--- src/rtl/alu_mul_seq.sv ---
// Multi-cycle 16x16 unsigned shift-and-add multiplier that borrows the shared ALU while busy.
// Optional sticky overflow output is enabled by defining MULSEQ_OVF_EN.
module alu_mul_seq #(
   parameter bit EARLY_EXIT = 1'b1
) (
   input  logic        clock,
   input  logic        reset_n,
   input  logic        start,
   input  logic [15:0] op_a,
   input  logic [15:0] op_b,
   output logic        busy,
   output logic        done,
   output logic [15:0] result,
   output logic [15:0] alu_a,
   output logic [15:0] alu_b,
   output logic [4:0]  alu_f,
   output logic        alu_fsel,
   output logic        alu_csel,
   output logic        alu_ucin,
   input  logic [15:0] alu_y,
   input  logic        alu_cout
`ifdef MULSEQ_OVF_EN
   ,
   output logic        ovf
`endif
);

   typedef enum logic [2:0] {IDLE, TEST, ADD, SHL, DONE} state_t;

   localparam logic [4:0] FN_PASS_A = 5'b00000;
   localparam logic [4:0] FN_SHL    = 5'b00001;
   localparam logic [4:0] FN_ADD    = 5'b10010;

   state_t      state;
   logic [15:0] acc;
   logic [15:0] mcand;
   logic [15:0] mplier;
   logic [4:0]  bit_cnt;
   logic        finished;

   // With early exit, a drained multiplier means no further partial products can contribute.
   assign finished = (bit_cnt == 5'd16) || (EARLY_EXIT && (mplier == 16'd0));

   assign alu_csel = 1'b0;
   assign alu_ucin = 1'b0;

   always_comb begin
      alu_a    = 16'h0000;
      alu_b    = 16'h0000;
      alu_f    = FN_PASS_A;
      alu_fsel = 1'b0;
      case (state)
         ADD: begin
            alu_a    = acc;
            alu_b    = mcand;
            alu_f    = FN_ADD;
            alu_fsel = 1'b0;
         end
         SHL: begin
            alu_a    = mcand;
            alu_b    = 16'h0001;
            alu_f    = FN_SHL;
            alu_fsel = 1'b1;
         end
         default: ;
      endcase
   end

   always_ff @(posedge clock or negedge reset_n) begin
      if (!reset_n) begin
         state   <= IDLE;
         busy    <= 1'b0;
         done    <= 1'b0;
         result  <= 16'h0000;
         acc     <= 16'h0000;
         mcand   <= 16'h0000;
         mplier  <= 16'h0000;
         bit_cnt <= 5'd0;
      end else begin
         case (state)
            IDLE: begin
               if (start) begin
                  mcand   <= op_a;
                  mplier  <= op_b;
                  acc     <= 16'h0000;
                  bit_cnt <= 5'd0;
                  busy    <= 1'b1;
                  state   <= TEST;
               end
            end
            TEST: begin
               // result and done are loaded together so result is valid in the done cycle.
               if (finished) begin
                  result <= acc;
                  done   <= 1'b1;
                  state  <= DONE;
               end else if (mplier[0]) begin
                  state <= ADD;
               end else begin
                  state <= SHL;
               end
            end
            ADD: begin
               acc   <= alu_y;
               state <= SHL;
            end
            SHL: begin
               mcand   <= alu_y;
               mplier  <= mplier >> 1;
               bit_cnt <= bit_cnt + 5'd1;
               state   <= TEST;
            end
            DONE: begin
               done  <= 1'b0;
               busy  <= 1'b0;
               state <= IDLE;
            end
            default: state <= IDLE;
         endcase
      end
   end

`ifdef MULSEQ_OVF_EN
   // Overflow is a carry out of an accumulate or a multiplicand bit lost while bits remain.
   always_ff @(posedge clock or negedge reset_n) begin
      if (!reset_n) begin
         ovf <= 1'b0;
      end else begin
         case (state)
            IDLE: if (start) ovf <= 1'b0;
            ADD:  if (alu_cout) ovf <= 1'b1;
            SHL:  if (mcand[15] && ((mplier >> 1) != 16'd0)) ovf <= 1'b1;
            default: ;
         endcase
      end
   end
`else
   logic unused_cout;
   assign unused_cout = alu_cout;
`endif

endmodule

--- config.mk ---
export PLATFORM = sky130hd
export DESIGN_NAME = alu_mul_seq
export DESIGN_NICKNAME = d
export VERILOG_FILES = /design/src/rtl/alu_mul_seq.sv
export SDC_FILE = /design/constraint.sdc
export NUM_CORES = 1
export LEC_CHECK = 0
export CORE_MARGIN = 3
export CORE_UTILIZATION = 50
export CTS_BUF_LIST = sky130_fd_sc_hd__clkbuf_16
export CTS_CLUSTER_DIAMETER = 40
export CTS_CLUSTER_SIZE = 20
export DETAILED_ROUTE_END_ITERATION = 10
export GPL_ROUTABILITY_DRIVEN = 0
export HOLD_SLACK_MARGIN = 0.03
export PLACE_DENSITY = 0.82
export SETUP_SLACK_MARGIN = 0.4
export SKIP_LAST_GASP = 1
export SYNTH_ARGS = -nofsm -noshare
export SYNTH_HDL_FRONTEND = slang
export SYNTH_SLANG_ARGS = --single-unit
--- constraint.sdc ---
create_clock -name clock -period 3 [get_ports clock]
set_input_delay 0.45 -clock clock [delete_from_list [all_inputs] [get_ports clock]]
set_output_delay 0.45 -clock clock [all_outputs]
set_load 0.03 [all_outputs]
Word level (Yosys, flattened, before mapping)
Cells that the tools add are included.

storage, ports and cells
  bits in registers = 74
  latch bits = 0
  memory bits (writable) = 0
  ROM bits = 0
  output and inout port bits = 58
  logic and storage cells = 48
  memories = 0

operators by class
  add/subtract/negate cells = 1
  multiply operators = 0
  divide/modulo/power cells = 0
  $lt $le $gt $ge = 0
  equality and inequality tests = 7
  shift-type cells = 0
  multiplexer cells = 20
  bitwise operators = 0
  reductions and logical operators = 12

operator list
  cell                 count
  $pmux 16 s2          5
  $mux 16              3
  $pmux 5 s2           2
  $logic_not 16->1     1
  $pmux 3 s4           1
  $reduce_and 2->1     5
  $reduce_bool 2->1    4
  $eq 3x2->1 const B   2
  $mux 3               2
  $add 5x1->5 const B  1
  $eq 5x5->1 const B   1
  $mux 5               1
  $mux 1               4
  $ne 2x2->1 const B   2
  $pmux 1 s2           2
  $eq 3x1->1 const B   1
  $eq 3x3->1 const B   1
  $logic_not 3->1      1
  $logic_or 1x1->1     1

Longest topological paths before layout
Gate-level depths: netlist of run 1.

  depth after elaboration = 4
  mapped depth = 7
  mapped depth without buffers = 5

Worst setup path before layout of run 1
Ideal clock, no wire load.

  kind = register to output
  from = register state[0]
  to = output alu_f[4]
  arrival time = 1.625 ns
  data required time = 2.550 ns
  path slack = 0.925 ns
  cell stages (with the launch flop) = 7
  path buffers = 4
  cell sequence = dfrtp_1 buf_4 inv_2 and3_1 buf_2 buf_1 buf_4

on the way
  word-level cells in the longest chain between the ends = 2
  elaborated cells on any way between the ends = 3
  those cells by class = eq/ne: 2; mux: 1

RTL lines
  element                 line  text
  from (decl)             34    state_t state;
  from (signal assigned)  71    state <= IDLE;
  from (signal assigned)  88    state <= TEST;
  from (signal assigned)  96    state <= DONE;
  $eq 3x2->1              52    case (state)
  $pmux 5 s2 *            52
  to (decl)               16    output logic [4:0] alu_f,

Mark *: on every way between the ends. The rest lies on a longest branch, timed or not.

Worst setup path after layout of run 1
  from = register state[2]
  to = output alu_a[8]

on the way
  word-level cells in the longest chain between the ends = 2
  elaborated cells on any way between the ends = 3
  those cells by class = eq/ne: 2; mux: 1

RTL lines
  element        line  text
  $eq 3x2->1     52
  $pmux 16 s2 *  52
  to (decl)      14    output logic [15:0] alu_a,

Marked as above.

==> impl_metrics.ini, run 1 <==
[setup_path]
startpoint = state[2]
rrSetupSlack_ns = 0.76
crit_fanout = 18
worstSetupEndpointType = primary output
critPathKind = reg -> out
critical_path_arrival_ns = 2.08
r2r-start = mplier[11]
cp.required_ns = 2.55
cp-start-kind = flip-flop
r2r-end = result[10]
reg2reg_depth = 5
cp-endpoint = alu_a[8]

[detailed_routing]
drc = 0
wl_mm = 9.40
vias_per_cell = 5.69
drt_iter0_markers = 232
wl_per_cell_um = 17.8
num_vias = 3005
dr.pass1.iters = 5
final_antenna_net_count = 0

[place]
hpwl_mm = 6.09
port_buffers = 104
placedCellCount = 511

[clocking]
insertion_delay_ns = 0.33
cts_root_buf = clkbuf_16
clk_path_buf_depth = 2
cts_tree = yes
clock_sinks = 74
htree_levels = 3
cts.hold.buffers_added = 0
cts-buffers-inserted = 9
clkTransAtPathRegs_ns = 0.06

[final_layout]
fin_cells = 528
nFillCells = 478
area_growth_pct = 41.3
layout_common_cells = 74 x dfrtp_1, 69 x clkdlybuf4s50_1, 66 x nor2_1
antenna_cells = 0
fin_util_pct = 74.5
drive_gt1_share_pct = 15.5
final_common_cell = dfrtp_1
nNetsFinal = 501
multi_input_area_um2 = 1370
regArea_um2 = 1850

[synthesis]
syn_area_per_cell_um2 = 9.92
synth_area_um2 = 3400
seq_area_frac_synth_pct = 54.4
async_reset_ff_share_pct = 100
ys_ff_latch = 74
synth_top_cell_area_share_pct = 54.4
synth_edf_count = 0
yosys_most_used_dff = dfrtp_1
yosysUniqueCellTypes = 34
ys_top_cells_by_area = dfrtp_1 54%, nor2_1 7.3%, o22ai_1 5.9%, nand2_1 4.2%, a22o_1 4.1%
syn_inst = 343
synth_area_leader_cell = dfrtp_1
yosys_warnings = 0

[die]
pin_count = 110
core-area_um2 = 6460
die_area_um2 = 7830
die_w_um = 88.5
rows = 29
chipHeight_um = 88.5
start_util_pct = 52.7

[sta]
slew_headroom_pct = 49.6
fin_crit_ns = 2.53
finalSetupViolCount = 0
worst_hold_slack_ns = 0.189
slew_viol_final = 0
rsz0062_at_grt = no
fin_crit_sh_pct = 84.2
hold_viol_final = 0
skew_ns = 0.00353
setup-tns-final_ns = 0
max_slew.worst_pin.slew_ns = 0.756
max_freq_ghz = 0.396

[global_route]
antenna_found_initial = 0
grt_max_degree = 45
grt_use_total_pct = 24.9
first_global_vias = 3106
grt_pass1_wl_mm = 14.9
overflow = 0

[hold_path]
hp-class = in -> async

[power_and_ir_drop]
power.total_w = 0.00589
ir_drop_uv = 710
power_density_nw_per_um2 = 1230
power_leakage_nw = 2.24

[run]
drv_cap = 0

[status]
status = complete, no violations
[logic make-up after synthesis]
logic type                 after synthesis  share of synthesized area (%)
and+or+nand+nor                        138                           17.9
AOI/OAI and AO/OA                       77                           15.0
DFF                                     74                           54.4
buffers and inverters                   35                           5.66
muxes                                   16                           6.18
adders and majority gates                2                          0.735
other                                    1                          0.110
[area by class of cell]
class                   instances  share of cell area, %
multi-input cells             237                   28.5
clock buffers                   9                   4.68
repair buffers                119                   23.5
flip-flops and latches         74                   38.5
well taps                      77                   2.00
inverters                       6                  0.546
clock inverters                 6                   2.21
[worst min-delay path by stage]
stage | start | to | slack (ns) | depth (start not counted)
finish | reset_n | mcand[9] | 0.19 | 1
global route | reset_n | acc[9] | 0.24 | 1
CTS | reset_n | result[8] | 0.22 | 1
detailed placement | bit_cnt[4] | bit_cnt[4] | 0.49 | 1
global placement | bit_cnt[4] | bit_cnt[4] | 0.48 | 1
floorplan | reset_n | acc[0] | 0.15 | 0
[flip-flops by register name, summed over array words and instances (netlist names)]
| signal | cells |
|---|---|
| mplier | 16 |
| acc | 16 |
| result | 16 |
| state | 3 |
| mcand | 16 |
| bit_cnt | 5 |
| done | 1 |
| busy | 1 |
[worst max-delay path: stages (launching register included)]
cell and delay, ns:
dfrtp_1 0.48, nand3b_1 0.19, buf_4 0.28, clkinvlp_4 0.18, buf_12 0.17, a22o_1 0.26, buf_4 0.17
[per-layer routing]
metal | track usage, % | wire [µm]
met4 | 9.48 | 212
met2 | 41.4 | 4920
met3 | 7.91 | 656
met5 | 0 | 0
met1 | 30.5 | 3610
[through the flow]
step | instance area, µm² | setup WS [ns]
4_1_cts | 4800 | 0.416
6_report | 4810 | 0.473
3_3_place_gp | 4450 | 0.625
3_5_place_dp | 4450 | 0.601
5_1_grt | 4810 | 0.427
2_1_floorplan | 3410 | 0.925
[synthesized netlist by cell type, types with 2 or more instances]
cell type,count
a21oi_1,3
a22o_1,16
and2_1,15
buf_2,9
buf_4,9
clkbuf_1,9
dfrtp_1,74
ha_1,2
inv_1,5
mux2_2,8
mux2_4,8
nand2_1,38
nand3_1,4
nand4_1,3
nor2_1,66
nor4_1,4
o21ai_0,21
o22ai_1,32
o31ai_1,2
[what timing repair did]
item,CTS,global route
setup endpoints to repair,31,5
gates cloned,0,0
setup buffers,2,0
resized for setup,14,5
[power breakdown]
group | total, W | switching, W | internal [W] | leakage [nW]
Combinational | 0.00287 | 0.00170 | 0.00117 | 1.18
Clock | 0.00121 | 0.000402 | 0.000803 | 0.159
Sequential | 0.00181 | 0.000365 | 0.00145 | 0.901
Total | 0.00589 | 0.00247 | 0.00342 | 2.24
No activity file was read; power rests on OpenSTA's default activity.
==> inputs of run 2 (changes only) <==
--- a/config.mk
+++ b/config.mk
@@ -6,14 +6,14 @@
 export NUM_CORES = 1
 export LEC_CHECK = 0
 export CORE_MARGIN = 3
-export CORE_UTILIZATION = 50
+export CORE_UTILIZATION = 42
 export CTS_BUF_LIST = sky130_fd_sc_hd__clkbuf_16
 export CTS_CLUSTER_DIAMETER = 40
 export CTS_CLUSTER_SIZE = 20
 export DETAILED_ROUTE_END_ITERATION = 10
 export GPL_ROUTABILITY_DRIVEN = 0
 export HOLD_SLACK_MARGIN = 0.03
-export PLACE_DENSITY = 0.82
+export PLACE_DENSITY = 0.73
 export SETUP_SLACK_MARGIN = 0.4
 export SKIP_LAST_GASP = 1
 export SYNTH_ARGS = -nofsm -noshare
==> constraint.sdc (replaced) <==
create_clock -name clock -period 2.2 [get_ports clock]
set_input_delay 0.33 -clock clock [delete_from_list [all_inputs] [get_ports clock]]
set_output_delay 0.33 -clock clock [all_outputs]
set_load 0.03 [all_outputs]
==> run 2 against run 1 <==
- register-to-register slack got worse by 0.38 ns
- cell count rose by 7.8%
- flip-flop and latch count did not move
- total power rose by 44%
- count of clock-buffer cells in the layout did not move
- hold slack improved by 0.31 ns
- cell area rose by 8.8%
- core utilization fell by 7.4 points
- highest routed layer unchanged
- via count barely moved
==> impl_metrics.ini, run 2 (same netlist as run 1, synthesis figures left out) <==
[status]
status = complete, no violations

[setup_path]
worstSetupEndpointType = primary output
cp.required_ns = 1.87
max_stage_delay_ns = 0.45
cp_slowest_cell = dfrtp_2
reg2reg_depth = 5
critPathBufInv = 3
crit_cells = 5
crit_fanout = 13
critical_path_arrival_ns = 1.56
cp_cell_sequence = nand3b_1, inv_2, buf_12, a22o_2, buf_6
critPathKind = reg -> out
cpLargestDelayFamily = flip-flops
cp-start-kind = flip-flop

[die]
chipHeight_um = 96.0
core-area_um2 = 7810
start_util_pct = 43.6
die_area_um2 = 9220
pin_count = 110
rows = 32
die_w_um = 96.0

[power_and_ir_drop]
ir_drop_uv = 751
power.total_w = 0.00846
power_leakage_nw = 2.33
power_density_nw_per_um2 = 1620

[sta]
rsz0062_at_grt = yes
finalSetupViolCount = 0
max_freq_ghz = 0.528
fin_crit_ns = 1.89
setup-tns-final_ns = 0
hold_viol_final = 0
slew_viol_final = 0
fin_crit_sh_pct = 86.1
skew_ns = 0.00555

[clocking]
clock_sinks = 74
htree_levels = 3
clk_path_buf_depth = 2
cts-buffers-inserted = 9
clkTransAtPathRegs_ns = 0.06
cts_tree = yes
cts_root_buf = clkbuf_16
insertion_delay_ns = 0.32

[global_route]
antenna_found_initial = 0
grt_pass1_wl_mm = 14.4
first_global_vias = 2969
grt_use_total_pct = 20.4
overflow = 0
grt_max_degree = 40

[detailed_routing]
drc = 0
drt_iter0_markers = 149
num_vias = 3004
final_antenna_net_count = 0
wl_mm = 9.64
wl_per_cell_um = 16.9
dr.pass1.iters = 4
vias_per_cell = 5.28

[final_layout]
finalInstanceArea_um2 = 5240
fin_util_pct = 67.1
antenna_cells = 0
area_growth_pct = 53.8
final_common_cell = dfrtp_1
multi_input_area_um2 = 1480
nNetsFinal = 519
drive_gt1_share_pct = 28.5
nFillCells = 630
regArea_um2 = 1860
layout_common_cells = 71 x dfrtp_1, 67 x clkdlybuf4s50_1, 66 x nor2_1

[hold_path]
whs_path_depth = 1
hp-class = reg -> reg

[place]
hpwl_mm = 5.99
place_area_um2 = 4530
port_buffers = 104

[run]
drv_cap = 0
-- run 2: worst reg2reg max path, cell delays in order (launching register included) --
cell     delay, ns
dfrtp_1       0.42
nor4_2        0.32
nand4_1       0.23
a21oi_4       0.19
buf_12        0.19
mux2_2        0.35
-- run 2: path summary, 6_finish.rpt --
kind / from / to / slack (ns)
max: state[1] / alu_a[13] / 0.31
min: bit_cnt[4] / bit_cnt[4] / 0.50
max reg2reg: mplier[3] / result[4] / 0.38
min reg2reg: bit_cnt[4] / bit_cnt[4] / 0.50
max in group asynchronous: reset_n / state[1] / 1.10
min in group asynchronous: reset_n / mplier[13] / 0.51
-- run 2: what timing repair did --
action,CTS,global route
cloned,2,3
endpoints found under the setup margin,78,99
endpoints found under the hold margin,35,0
pin swaps,1,12
buffers inserted,7,6
resized for setup,15,53
hold buffers,1,0
-- run 2: final cells by class --
cell class	count	share of cell area, %
inverters	6	0.430
repair buffers	137	28.8
flip-flops and latches	74	35.4
well taps	102	2.44
clock buffers	9	4.30
clock inverters	4	0.287
multi-input cells	237	28.3
-- run 2: through the flow --
step	cells	setup slack (ns)	hold slack, ns
floorplan	346	0.442	0.0344
global placement	537	0.0739	0.316
detailed placement	537	0.0499	0.321
CTS	560	0.298	0.495
global route	569	0.242	0.525
finish	569	0.306	0.496
-- run 2: metal layers --
| layer | vias up | global-route usage, % | part of all wire, % |
|---|---|---|---|
| met3 | 11 | 4.85 | 4.8 |
| met2 | 87 | 34.2 | 50 |
| met5 | - | 0 | 0 |
| met4 | 0 | 5.21 | 1.6 |
| met1 | 1486 | 26.5 | 43 |
| li1 | 1420 | - | - |
-- run 2: power by group --
| group | internal, W | switching, W |
|---|---|---|
| Clock | 0.000727 | 0.000503 |
| Combinational | 0.00227 | 0.00247 |
| Sequential | 0.00198 | 0.000507 |
==> inputs of run 3 (changes only) <==
--- a/config.mk
+++ b/config.mk
@@ -6,14 +6,14 @@
 export NUM_CORES = 1
 export LEC_CHECK = 0
 export CORE_MARGIN = 3
-export CORE_UTILIZATION = 42
+export CORE_UTILIZATION = 46
 export CTS_BUF_LIST = sky130_fd_sc_hd__clkbuf_16
 export CTS_CLUSTER_DIAMETER = 40
 export CTS_CLUSTER_SIZE = 20
 export DETAILED_ROUTE_END_ITERATION = 10
 export GPL_ROUTABILITY_DRIVEN = 0
 export HOLD_SLACK_MARGIN = 0.03
-export PLACE_DENSITY = 0.73
+export PLACE_DENSITY = 0.76
 export SETUP_SLACK_MARGIN = 0.4
 export SKIP_LAST_GASP = 1
 export SYNTH_ARGS = -nofsm -noshare
==> constraint.sdc (replaced) <==
create_clock -name clock -period 1.99 [get_ports clock]
set_input_delay 0.2985 -clock clock [delete_from_list [all_inputs] [get_ports clock]]
set_output_delay 0.2985 -clock clock [all_outputs]
set_load 0.03 [all_outputs]
==> run 3 against run 2 <==
- the run now ends with negative setup slack left
- non-clock buffer count is 14 higher
- first-iteration DRC count grew to 2.5 times the previous value
- core utilization is 14 points higher
- clock power is 39% higher
- count of clock-buffer cells in the layout stayed put
- via count is 13% higher
- worst setup slack worse by 0.36 ns
- total power is 25% higher
- critical path depth stayed put
- hold slack worse by 0.0046 ns
- sequential share of layout area is 2.8 points lower
- combinational power is 27% higher
==> impl_metrics.ini, run 3 (same netlist as run 1, synthesis figures left out) <==
[final_layout]
fin_cells = 580
drive_gt1_share_pct = 32.6
area_growth_pct = 66.7
fin_util_pct = 81.3
multi_input_area_um2 = 1620
regArea_um2 = 1850
nFillCells = 400
antenna_cells = 0
nNetsFinal = 533
final_common_cell = dfrtp_1
layout_common_cells = 73 x dfrtp_1, 66 x nor2_1, 49 x clkdlybuf4s50_1

[power_and_ir_drop]
power_leakage_nw = 2.63
power_density_nw_per_um2 = 1860
netSwitchingPower_w = 0.00442
switching_share_pct = 41.8
power.total_w = 0.0106
pwr-share-comb_pct = 56.8
ir_drop_uv = 1030
power_frac_clock_pct = 16.2
intPower_w = 0.00615
sequentialPowerShare_pct = 27.1

[sta]
finalSetupViolCount = 22
max_freq_ghz = 0.489
slew_headroom_pct = 64.4
fin_crit_ns = 2.05
max_slew.worst_pin.slew_ns = 0.534
rsz0062_at_grt = yes
fin_ws_ns = -0.0553
hold_viol_final = 0
fin_crit_sh_pct = 103
skew_ns = 0.00396
slew_viol_final = 0

[detailed_routing]
wl_per_cell_um = 21.8
num_vias = 3381
drc = 0
drt_iter0_markers = 373
final_antenna_net_count = 0
vias_per_cell = 5.83
dr.pass1.iters = 5
wl_mm = 12.6

[die]
die_area_um2 = 8470
start_util_pct = 48.7
chipHeight_um = 92.0
rows = 30
pin_count = 110
die_w_um = 92.0
core-area_um2 = 6980

[clocking]
htree_levels = 3
insertion_delay_ns = 0.33
clk_path_buf_depth = 2
cts-buffers-inserted = 9
cts_root_buf = clkbuf_16
clkTransAtPathRegs_ns = 0.06
cts_tree = yes
clock_sinks = 74

[place]
port_buffers = 104
placedCellCount = 534
dp_slack_ns = -0.166
hpwl_mm = 6.29

[run]
drv_cap = 0

[setup_path]
critical_path_arrival_ns = 2.26
worstSetupEndpointType = flip-flop
startpoint = state[2]
r2r-start = state[2]
crit_fanout = 18
critPathKind = reg -> reg
cp-start-kind = flip-flop
rrSetupSlack_ns = -0.06
cp.required_ns = 2.20
r2r-end = mplier[2]
reg2reg_depth = 5

[global_route]
first_global_vias = 3179
grt_use_total_pct = 25.8
grt-busiest-layer = met2
grt_pass1_wl_mm = 16.8
grt_max_degree = 41
antenna_found_initial = 0
overflow = 0
gr-usage-met1_pct = 32.5
met2_usage_pct = 42.3
use_met3_pct = 5.66

[status]
status = complete, but fails checks
violations = negative setup slack

[hold_path]
hp-class = in -> async
==> run 3: cell count changes in the layout (fill, tap and decap cells not counted), moves of 3 or more <==
cell | previous run | this run
mux2_4 | 8 | 12
buf_16 | 0 | 3
a22o_4 | 5 | 16
a22o_2 | 6 | 0
clkbuf_16 | 11 | 14
dlygate4sd2_1 | 0 | 18
buf_6 | 32 | 42
clkdlybuf4s50_1 | 67 | 49
mux2_2 | 8 | 4
a22o_1 | 5 | 0
==> run 3: critical path, stage by stage (launching register included) <==
cell and delay [ns]:
dfrtp_1 0.43, buf_6 0.15, or4b_2 0.77, buf_4 0.27, o22ai_1 0.22, nor2_1 0.08
==> run 3: cell type report <==
type	count	share of cell area (%)
clock inverter	7	1.50
tap	96	2.12
timing repair buffer	151	30.7
sequential	74	32.7
inverter	6	0.441
clock buffer	9	3.97
multi-input combinational	237	28.6
==> run 3: through the flow <==
stage / hold WS (ns) / instance area, µm² / TNS (ns)
global route: 0.531 / 5670 / -1.86
global placement: 0.308 / 4650 / -4.24
finish: 0.492 / 5670 / -0.371
CTS: 0.503 / 5290 / 0
floorplan: 0.00291 / 3590 / 0
detailed placement: 0.308 / 4650 / -5.47
==> run 3: how the worst max path moves through the flow <==
stage	endpoint	slack, ns
floorplan	result[10]	0.28
finish	mplier[2]	-0.06
global route	mplier[2]	-0.10
CTS	alu_a[0]	0.04
global placement	mcand[14]	-0.13
detailed placement	mcand[9]	-0.17
==> run 3: layer usage <==
layer	part of all wire, %	vias to the layer above
met1	38	1658
met4	4.3	0
met3	7.9	51
li1	-	1458
met5	0	-
met2	50	214
==> run 3: repair_timing <==
item	4_1_cts	5_1_grt
resized for setup	66	54
pin swaps	6	3
endpoints found under the hold margin	38	0
cloned	5	6
setup endpoints to repair	121	106
setup buffers	5	13
hold buffers	1	0
==> run 3: power by group through the flow <==
stage | clock network, W | registers, W | logic, W
final | 0.00171 | 0.00286 | 0.00600
after global routing | 0.00178 | 0.00294 | 0.00630
after CTS | 0.00170 | 0.00277 | 0.00525
after detailed placement | 0 | 0.00275 | 0.00462
after global placement | 0 | 0.00271 | 0.00454
after floorplan | 0 | 0.00291 | 0.00289
